===== config.mk =====
export PLATFORM = sky130hd
export DESIGN_NAME = mem_port_arbiter_flat
export DESIGN_NICKNAME = d
export VERILOG_FILES = /design/src/rtl/mem_port_arbiter_if.sv /design/src/rtl/mem_port_arbiter.sv /design/src/flat_wrapper.sv
export SDC_FILE = /design/constraint.sdc
export NUM_CORES = 1
export LEC_CHECK = 0
export BUFFER_PORTS_ARGS = -buffer_cell sky130_fd_sc_hd__buf_4
export CAP_MARGIN = 30
export CORE_MARGIN = 3
export CORE_UTILIZATION = 40
export CTS_CLUSTER_DIAMETER = 100
export DETAILED_ROUTE_END_ITERATION = 10
export PLACE_DENSITY = 0.8
export SYNTH_ARGS = -nofsm -noshare
export SYNTH_HDL_FRONTEND = slang
export SYNTH_SLANG_ARGS = --single-unit
export TNS_END_PERCENT = 5

===== constraint.sdc =====
create_clock -name clk -period 1.75 [get_ports clk]
set_input_delay 0.175 -clock clk [delete_from_list [all_inputs] [get_ports clk]]
set_output_delay 0.175 -clock clk [all_outputs]
set_load 0.01 [all_outputs]

===== src/rtl/mem_port_arbiter_if.sv =====
// Bundle of the requester-side and memory-side handshake signals of mem_port_arbiter.
// "slave" is the arbiter view; "master" is the requesters-plus-memory view.
interface mem_port_arbiter_if #(
  parameter int DATA_W = 32,
  parameter int ADDR_W = 32
);
  logic              if_req;
  logic [ADDR_W-1:0] if_addr;
  logic [DATA_W-1:0] if_rdata;
  logic              if_ack;
  logic              d_req;
  logic              d_we;
  logic [ADDR_W-1:0] d_addr;
  logic [DATA_W-1:0] d_wdata;
  logic [DATA_W-1:0] d_rdata;
  logic              d_ack;
  logic              mem_req;
  logic              mem_we;
  logic [ADDR_W-1:0] mem_addr;
  logic [DATA_W-1:0] mem_wdata;
  logic [DATA_W-1:0] mem_rdata;
  logic              mem_ready;
  logic              stall;
  logic              err;

  modport slave (
    input  if_req, if_addr, d_req, d_we, d_addr, d_wdata, mem_rdata, mem_ready,
    output if_rdata, if_ack, d_rdata, d_ack, mem_req, mem_we, mem_addr, mem_wdata, stall, err
  );

  modport master (
    output if_req, if_addr, d_req, d_we, d_addr, d_wdata, mem_rdata, mem_ready,
    input  if_rdata, if_ack, d_rdata, d_ack, mem_req, mem_we, mem_addr, mem_wdata, stall, err
  );
endinterface


===== src/rtl/mem_port_arbiter.sv =====
// Arbitrates one single-port memory between instruction fetch and data access, D-priority
// with IF anti-starvation. Optional watchdog abort is built when MEMARB_WDOG_EN is defined.
module mem_port_arbiter #(
  parameter int DATA_W     = 32,
  parameter int ADDR_W     = 32,
  parameter int STARVE_MAX = 4,
  parameter int TIMEOUT    = 15
) (
  input logic              clk,
  input logic              rst,
  mem_port_arbiter_if.slave bus
);
  localparam int SW = $clog2(STARVE_MAX + 1);

  typedef enum logic [2:0] {IDLE, BUSY_D, BUSY_I, DONE_D, DONE_I} state_t;

  state_t            state_q;
  logic [SW-1:0]     starve_q;
  logic              mem_req_q, mem_we_q, if_ack_q, d_ack_q;
  logic [ADDR_W-1:0] mem_addr_q;
  logic [DATA_W-1:0] mem_wdata_q, if_rdata_q, d_rdata_q;
  logic              if_prio, wd_to;

  assign if_prio = bus.if_req && (starve_q == SW'(STARVE_MAX));

  always_ff @(posedge clk) begin
    if (!rst) begin
      state_q     <= IDLE;
      starve_q    <= '0;
      mem_req_q   <= 1'b0;
      mem_we_q    <= 1'b0;
      mem_addr_q  <= '0;
      mem_wdata_q <= '0;
      if_rdata_q  <= '0;
      d_rdata_q   <= '0;
      if_ack_q    <= 1'b0;
      d_ack_q     <= 1'b0;
    end else begin
      if_ack_q <= 1'b0;
      d_ack_q  <= 1'b0;
      case (state_q)
        IDLE: begin
          if (bus.d_req && !if_prio) begin
            state_q     <= BUSY_D;
            mem_req_q   <= 1'b1;
            mem_we_q    <= bus.d_we;
            mem_addr_q  <= bus.d_addr;
            mem_wdata_q <= bus.d_wdata;
            if (bus.if_req && starve_q != SW'(STARVE_MAX))
              starve_q <= starve_q + 1'b1;
          end else if (bus.if_req) begin
            state_q    <= BUSY_I;
            mem_req_q  <= 1'b1;
            mem_we_q   <= 1'b0;
            mem_addr_q <= bus.if_addr;
            starve_q   <= '0;
          end
        end
        BUSY_D, BUSY_I: begin
          // wd_to is only ever set while mem_ready is low, so it selects the abort data
          if (bus.mem_ready || wd_to) begin
            mem_req_q <= 1'b0;
            if (state_q == BUSY_D) begin
              state_q   <= DONE_D;
              d_ack_q   <= 1'b1;
              d_rdata_q <= bus.mem_ready ? bus.mem_rdata : '0;
            end else begin
              state_q    <= DONE_I;
              if_ack_q   <= 1'b1;
              if_rdata_q <= bus.mem_ready ? bus.mem_rdata : '0;
            end
          end
        end
        default: state_q <= IDLE;
      endcase
    end
  end

`ifdef MEMARB_WDOG_EN
  localparam int TW = $clog2(TIMEOUT + 1);

  logic [TW-1:0] wait_q;
  logic          err_q, busy;

  assign busy  = (state_q == BUSY_D) || (state_q == BUSY_I);
  assign wd_to = busy && !bus.mem_ready && (wait_q == TW'(TIMEOUT - 1));

  // IDLE always precedes BUSY, so clearing there clears on entry
  always_ff @(posedge clk) begin
    if (!rst) begin
      wait_q <= '0;
      err_q  <= 1'b0;
    end else begin
      err_q <= wd_to;
      if (state_q == IDLE)
        wait_q <= '0;
      else if (busy && !bus.mem_ready && !wd_to)
        wait_q <= wait_q + 1'b1;
    end
  end

  assign bus.err = err_q;
`else
  assign wd_to   = 1'b0;
  assign bus.err = 1'b0;
`endif

  assign bus.mem_req   = mem_req_q;
  assign bus.mem_we    = mem_we_q;
  assign bus.mem_addr  = mem_addr_q;
  assign bus.mem_wdata = mem_wdata_q;
  assign bus.if_rdata  = if_rdata_q;
  assign bus.if_ack    = if_ack_q;
  assign bus.d_rdata   = d_rdata_q;
  assign bus.d_ack     = d_ack_q;
  assign bus.stall     = (bus.d_req & ~d_ack_q) | (bus.if_req & ~if_ack_q);
endmodule


===== src/flat_wrapper.sv =====
// flat-port wrapper written by rule: the top's interface ports become plain ports
module mem_port_arbiter_flat 
#(
  parameter int DATA_W     = 32,
  parameter int ADDR_W     = 32,
  parameter int STARVE_MAX = 4,
  parameter int TIMEOUT    = 15
)
  (clk, rst, bus_if_req, bus_if_addr, bus_d_req, bus_d_we, bus_d_addr, bus_d_wdata, bus_mem_rdata, bus_mem_ready, bus_if_rdata, bus_if_ack, bus_d_rdata, bus_d_ack, bus_mem_req, bus_mem_we, bus_mem_addr, bus_mem_wdata, bus_stall, bus_err);
  mem_port_arbiter_if #(.DATA_W(DATA_W), .ADDR_W(ADDR_W)) bus_i ();
  input logic clk;
  input logic rst;
  input wire logic [$bits(bus_i.if_req)-1:0] bus_if_req;
  input wire logic [$bits(bus_i.if_addr)-1:0] bus_if_addr;
  input wire logic [$bits(bus_i.d_req)-1:0] bus_d_req;
  input wire logic [$bits(bus_i.d_we)-1:0] bus_d_we;
  input wire logic [$bits(bus_i.d_addr)-1:0] bus_d_addr;
  input wire logic [$bits(bus_i.d_wdata)-1:0] bus_d_wdata;
  input wire logic [$bits(bus_i.mem_rdata)-1:0] bus_mem_rdata;
  input wire logic [$bits(bus_i.mem_ready)-1:0] bus_mem_ready;
  output wire logic [$bits(bus_i.if_rdata)-1:0] bus_if_rdata;
  output wire logic [$bits(bus_i.if_ack)-1:0] bus_if_ack;
  output wire logic [$bits(bus_i.d_rdata)-1:0] bus_d_rdata;
  output wire logic [$bits(bus_i.d_ack)-1:0] bus_d_ack;
  output wire logic [$bits(bus_i.mem_req)-1:0] bus_mem_req;
  output wire logic [$bits(bus_i.mem_we)-1:0] bus_mem_we;
  output wire logic [$bits(bus_i.mem_addr)-1:0] bus_mem_addr;
  output wire logic [$bits(bus_i.mem_wdata)-1:0] bus_mem_wdata;
  output wire logic [$bits(bus_i.stall)-1:0] bus_stall;
  output wire logic [$bits(bus_i.err)-1:0] bus_err;
  assign bus_i.if_req = bus_if_req;
  assign bus_i.if_addr = bus_if_addr;
  assign bus_i.d_req = bus_d_req;
  assign bus_i.d_we = bus_d_we;
  assign bus_i.d_addr = bus_d_addr;
  assign bus_i.d_wdata = bus_d_wdata;
  assign bus_i.mem_rdata = bus_mem_rdata;
  assign bus_i.mem_ready = bus_mem_ready;
  assign bus_if_rdata = bus_i.if_rdata;
  assign bus_if_ack = bus_i.if_ack;
  assign bus_d_rdata = bus_i.d_rdata;
  assign bus_d_ack = bus_i.d_ack;
  assign bus_mem_req = bus_i.mem_req;
  assign bus_mem_we = bus_i.mem_we;
  assign bus_mem_addr = bus_i.mem_addr;
  assign bus_mem_wdata = bus_i.mem_wdata;
  assign bus_stall = bus_i.stall;
  assign bus_err = bus_i.err;
  mem_port_arbiter #(.DATA_W(DATA_W), .ADDR_W(ADDR_W), .STARVE_MAX(STARVE_MAX), .TIMEOUT(TIMEOUT)) u_core (.clk(clk), .rst(rst), .bus(bus_i));
endmodule

# Word-level counts from Yosys, hierarchy flattened
# Cells that the tools add are included.
[word_totals]
regBits = 138
memories = 0
latchBits = 0
in_bits = 134
word_cells = 58
output_inout_bits = 134
ramBits = 0
mem_bits_ro = 0
[classes]
n_bitwise = 6
n_reduce_logical = 16
div = 0
n_mul = 0
add_sub_neg = 1
shift = 0
order_cmp = 0
n_eq_ne = 7
muxes = 18
[op_table]
columns = ["cell", "count"]
rows = [
  ["2-to-1 mux 32 bit", 2],
  ["2-to-1 mux 3 bit", 7],
  ["AND reduction 3 bit", 5],
  ["2-to-1 mux 1 bit", 7],
  ["case mux 3 bit (2 select lines)", 1],
  ["AND reduction 2 bit", 3],
  ["inequality test 2 bit (second input constant)", 2],
  ["nonzero test 2 bit", 2],
  ["adder 3 x 1 -> 3 bit (second input constant)", 1],
  ["equality test 3 x 1 -> 1 bit (second input constant)", 1],
  ["equality test 3 x 2 -> 1 bit (second input constant)", 1],
  ["equality test 3 bit (second input constant)", 1],
  ["logical AND 1 bit", 3],
  ["logical NOT 3 bit", 1],
  ["inequality test 3 x 2 -> 1 bit (second input constant)", 1],
  ["inequality test 3 bit (second input constant)", 1],
  ["inverter 1 bit", 3],
  ["bitwise AND 1 bit", 2],
  ["case mux 1 bit (2 select lines)", 1],
  ["OR reduction 2 bit", 1],
  ["logical NOT 1 bit", 1],
  ["bitwise OR 1 bit", 1],
]

# Logic depth before layout (Yosys ltp)
[logic_depth]
depth_word = 6
mapped_depth = 7
depth_no_buf = 5

# Least setup slack after synthesis
# No wires, ideal clock.
[synth_path]
kind = "register to register"
start = "register u_core.state_q[0]"
end = "register u_core.mem_addr_q[10], in the netlist u_core.bus.mem_addr[10]"
synth_period_minus_slack_ns = 1.813
arrival_time_ns = 1.691
t_required_ns = 1.628
path_buffers = 4
path_slack_ns = -0.063
path_stages_with_launch = 8
setup_time_ns = 0.122
cell_sequence = "dfxtp_1 buf_6 or3_1 buf_2 or2_1 buf_6 buf_6 o311a_1"
[synth_between]
elab_chain_cells = 2
[synth_lines]
columns = ["element", "line", "text"]
rows = [
  ["start: declaration", "mem_port_arbiter.sv:17", "state_t state_q;"],
  ["start signal: assignment", "mem_port_arbiter.sv:28", "state_q <= IDLE;"],
  ["start signal: assignment", "mem_port_arbiter.sv:44", "state_q <= BUSY_D;"],
  ["start signal: assignment", "mem_port_arbiter.sv:52", "state_q <= BUSY_I;"],
  ["logical NOT 3 bit", "mem_port_arbiter.sv:41", "case (state_q)"],
  ["AND reduction 2 bit (no source line)", "n/a", ""],
  ["end signal: assignment", "mem_port_arbiter.sv:47", "mem_addr_q <= bus.d_addr;"],
  ["end signal: assignment", "mem_port_arbiter.sv:55", "mem_addr_q <= bus.if_addr;"],
  ["end: declaration", "mem_port_arbiter.sv:20", "logic [ADDR_W-1:0] mem_addr_q;"],
]
# Every way passes these cells.
# A chain may end at the register's enable or synchronous reset.

# Worst setup path in the final report
[layout_path]
start = "register u_core.state_q[2]"
end = "register u_core.mem_addr_q[1], in the netlist u_core.bus.mem_addr[1]"
# Same word-level chain as after synthesis.

==> flow_metrics.tcl <==
set metrics [dict create \
    status "complete, no violations" \
    fin_crit_sh_pct 95.1 \
    row_count 43 \
    max_slew.worst_pin.slew_ns 0.582 \
    start_util_pct 41.6 \
    postSynth.asyncResetShare_pct 0 \
    die_area_um2 16200 \
    avgSynthCellArea_um2 8.82 \
    syn-cell-area_um2 5890 \
    area_growth_pct 51.5 \
    synth.ff_latch_count 138 \
    critPathLaunch "u_core.state_q[2]" \
    synth_xor_area_share_pct 0.149 \
    yosysWarnings 0 \
    required_ns 2.05 \
    final-seq-area_um2 2760 \
    seq_area_frac_synth_pct 46.9 \
    cp_max_fo 34 \
    antenna_found_initial 0 \
    synth-compound-area-share_pct 23.1 \
    cp-end-kind "flop" \
    power_density_nw_per_um2 1000 \
    via_per_inst 5.10 \
    synth_top_family_by_area "compound AO/OA/AOI/OAI gates" \
    die_x_um 127 \
    syn-num-nets 804 \
    synthTopCellsByCount "nand2_1 (198), dfxtp_1 (138), a21boi_0 (96), clkbuf_1 (55), o311a_1 (33)" \
    maxSlewHeadroom_pct 61.2 \
    fin_skew_ns 0.00853 \
    synthMuxAreaShare_pct 5.44 \
    fmax_mhz 601 \
    drc 0 \
    ys.flop_type "dfxtp_1" \
    setup_violations 0 \
    grt.overflow.total 0 \
    synth_edf_count 0 \
    yosysMostFrequentCell "nand2_1" \
    cts_sinks 138 \
    fillers 1185 \
    drt_first_pass_iters 4 \
    critPathKind "flop to flop" \
    final_nets 1060 \
    final_util_pct 63.1 \
    yosysTopAreaCell "dfxtp_1" \
    timing_hold_violations_final 0 \
    ctsHtreeMaxLevel 4 \
    layout_min_cycle_time_ns 1.66 \
    final_area_um2 8930 \
    leakage_nw 4.04 \
    layout-drive-gt1-share_pct 34.8 \
    r2r_slack_ns 0.09 \
    slew_viol_final 0 \
    synth_top_area_share_pct 46.9 \
    endpoint "u_core.bus.mem_addr[1]" \
    drtIter0Drc 267 \
    synth.area.top_cells "dfxtp_1 (47%), nand2_1 (13%), a21boi_0 (12%)" \
    cap_violations 0 \
    core_area_um2 14100 \
    start_kind "flop" \
    globalplace.congestion 0.812 \
    yosys.area_share.simple_pct 18.4 \
    yosys.area_share.adder_pct 0.425 \
    reg2reg_depth 4 \
    clk_transition_reported_paths_ns 0.06 \
    ir_drop_mv 0.776 \
    worstHoldPathType "input pin to flop" \
    port_buffers 266 \
    r2r_end "u_core.bus.mem_addr[1]" \
    tritoncts "yes" \
    tns_ns 0 \
    num_vias 5702 \
    ioPinCount 268 \
    ant_nets 0 \
    place_area_um2 8120 \
    rsz0062_at_grt "no" \
    postSynthCellCount 668 \
    yosysUniqueCellTypes 31 \
    cts_root_buf "clkbuf_16" \
    critPathArrivalTime_ns 1.96 \
    cts_buffer_depth 2 \
    cts_inserted_buffers 17 \
    routedWlPerCell_um 16.6 \
    worstSkewPairLatency_ns 0.42 \
    grt_pass1_wl_um 28900 \
    grt_pass1_vias 5665 \
    antenna_cells 0 \
    r2r-start "u_core.state_q[2]" \
    die_h_um 127 \
    grt_max_degree 53 \
    routed_wl_um 18600 \
    dpl.hpwl_um 12500 \
    multi_input_area_um2 2850 \
    gr-usage-all-layers_pct 22.0 \
]
[critical path: stages (launching register included)]
cell and delay, ns:
dfxtp_1 0.30, or3_1 0.43, or2_1 0.27, buf_12 0.18, o311a_1 0.36
[routing by layer]
| layer | part of all wire, % | global-route usage (%) | routed length (µm) |
|---|---|---|---|
| met1 | 40 | 25.7 | 7440 |
| met2 | 47 | 36.6 | 8810 |
| met3 | 11 | 9.57 | 2010 |
| met4 | 1.6 | 6.75 | 300 |
| met5 | 0 | 0 | 0 |
[per-stage QoR]
| stage | cells | power (mW) | hold slack [ns] | setup slack [ns] |
|---|---|---|---|---|
| 3_3_place_gp | 1067 | 5.23 | 0.423 | 0.143 |
| 2_1_floorplan | 668 | 4.43 | 0.317 | -0.0507 |
| 4_1_cts | 1114 | 9.02 | 0.000124 | 0.0551 |
| 5_1_grt | 1117 | 9.35 | 0.0135 | 0.0191 |
| 6_report | 1117 | 8.97 | 0.0174 | 0.0863 |
| 3_5_place_dp | 1067 | 5.25 | 0.434 | 0.0620 |
[cell usage in the layout, fill, tap and decap left out, types with 2 or more instances in the layout]
| cell type | n |
|---|---|
| and3_1 | 32 |
| o21bai_1 | 32 |
| nor4bb_4 | 2 |
| clkinv_4 | 3 |
| buf_6 | 2 |
| nand2_1 | 198 |
| ha_1 | 2 |
| o22ai_1 | 3 |
| inv_6 | 4 |
| nand4bb_1 | 2 |
| buf_12 | 9 |
| a21oi_1 | 4 |
| clkinvlp_4 | 2 |
| mux2i_1 | 32 |
| inv_1 | 5 |
| clkinv_2 | 2 |
| bufinv_16 | 3 |
| dfxtp_1 | 138 |
| clkbuf_16 | 18 |
| nand2b_1 | 3 |
| a32o_1 | 2 |
| buf_4 | 277 |
| a21boi_0 | 96 |
| dlygate4sd3_1 | 15 |
| nor3_1 | 2 |
| o311a_1 | 33 |
| and2_1 | 4 |
[cells by family after synthesis]
kind of cell | count (synthesis)
simple gates | 250
xor+xnor | 1
fa+ha+maj | 2
mux | 32
compound gates | 172
flops | 138
buf+inv | 72
other cells | 1
[worst min-delay path by stage]
stage | from | end | cells after the start | slack (ns)
global placement | bus_d_we | u_core.bus.mem_we | 2 | 0.42
floorplan | bus_d_wdata[0] | u_core.bus.mem_wdata[0] | 2 | 0.32
detailed placement | bus_d_we | u_core.bus.mem_we | 2 | 0.43
finish | bus_d_wdata[2] | u_core.bus.mem_wdata[2] | 3 | 0.02
global route | bus_d_wdata[10] | u_core.bus.mem_wdata[10] | 3 | 0.01
CTS | bus_d_wdata[16] | u_core.bus.mem_wdata[16] | 3 | 0.0001
[flip-flops by register name, indices dropped and copies added, names as in the netlist]
name,cells
u_core.bus.if_rdata,32
u_core.bus.mem_req,1
u_core.state_q,3
u_core.bus.mem_wdata,32
u_core.bus.d_rdata,32
u_core.bus.d_ack,1
u_core.bus.if_ack,1
u_core.starve_q,3
u_core.bus.mem_addr,32
u_core.bus.mem_we,1
[what timing repair did]
action,CTS,global route
hold buffers,15,0
setup buffers,0,1
resized for setup,0,2
endpoints found under the hold margin,15,0
endpoints found under the setup margin,0,3
[power breakdown]
part,switching [mW],leakage (nW),internal (mW)
Sequential,0.125,1.13,3.39
Clock,1.45,0.297,2.27
Combinational,0.800,2.62,0.928
[final cells by class]
type	count	area share, %
clock buffer	17	4.76
clock inverter	15	2.10
inverter	5	0.210
multi-input combinational	458	31.9
sequential	138	30.9
tap	180	2.52
timing repair buffer	304	27.5
Power figures use the tool's default switching activity.
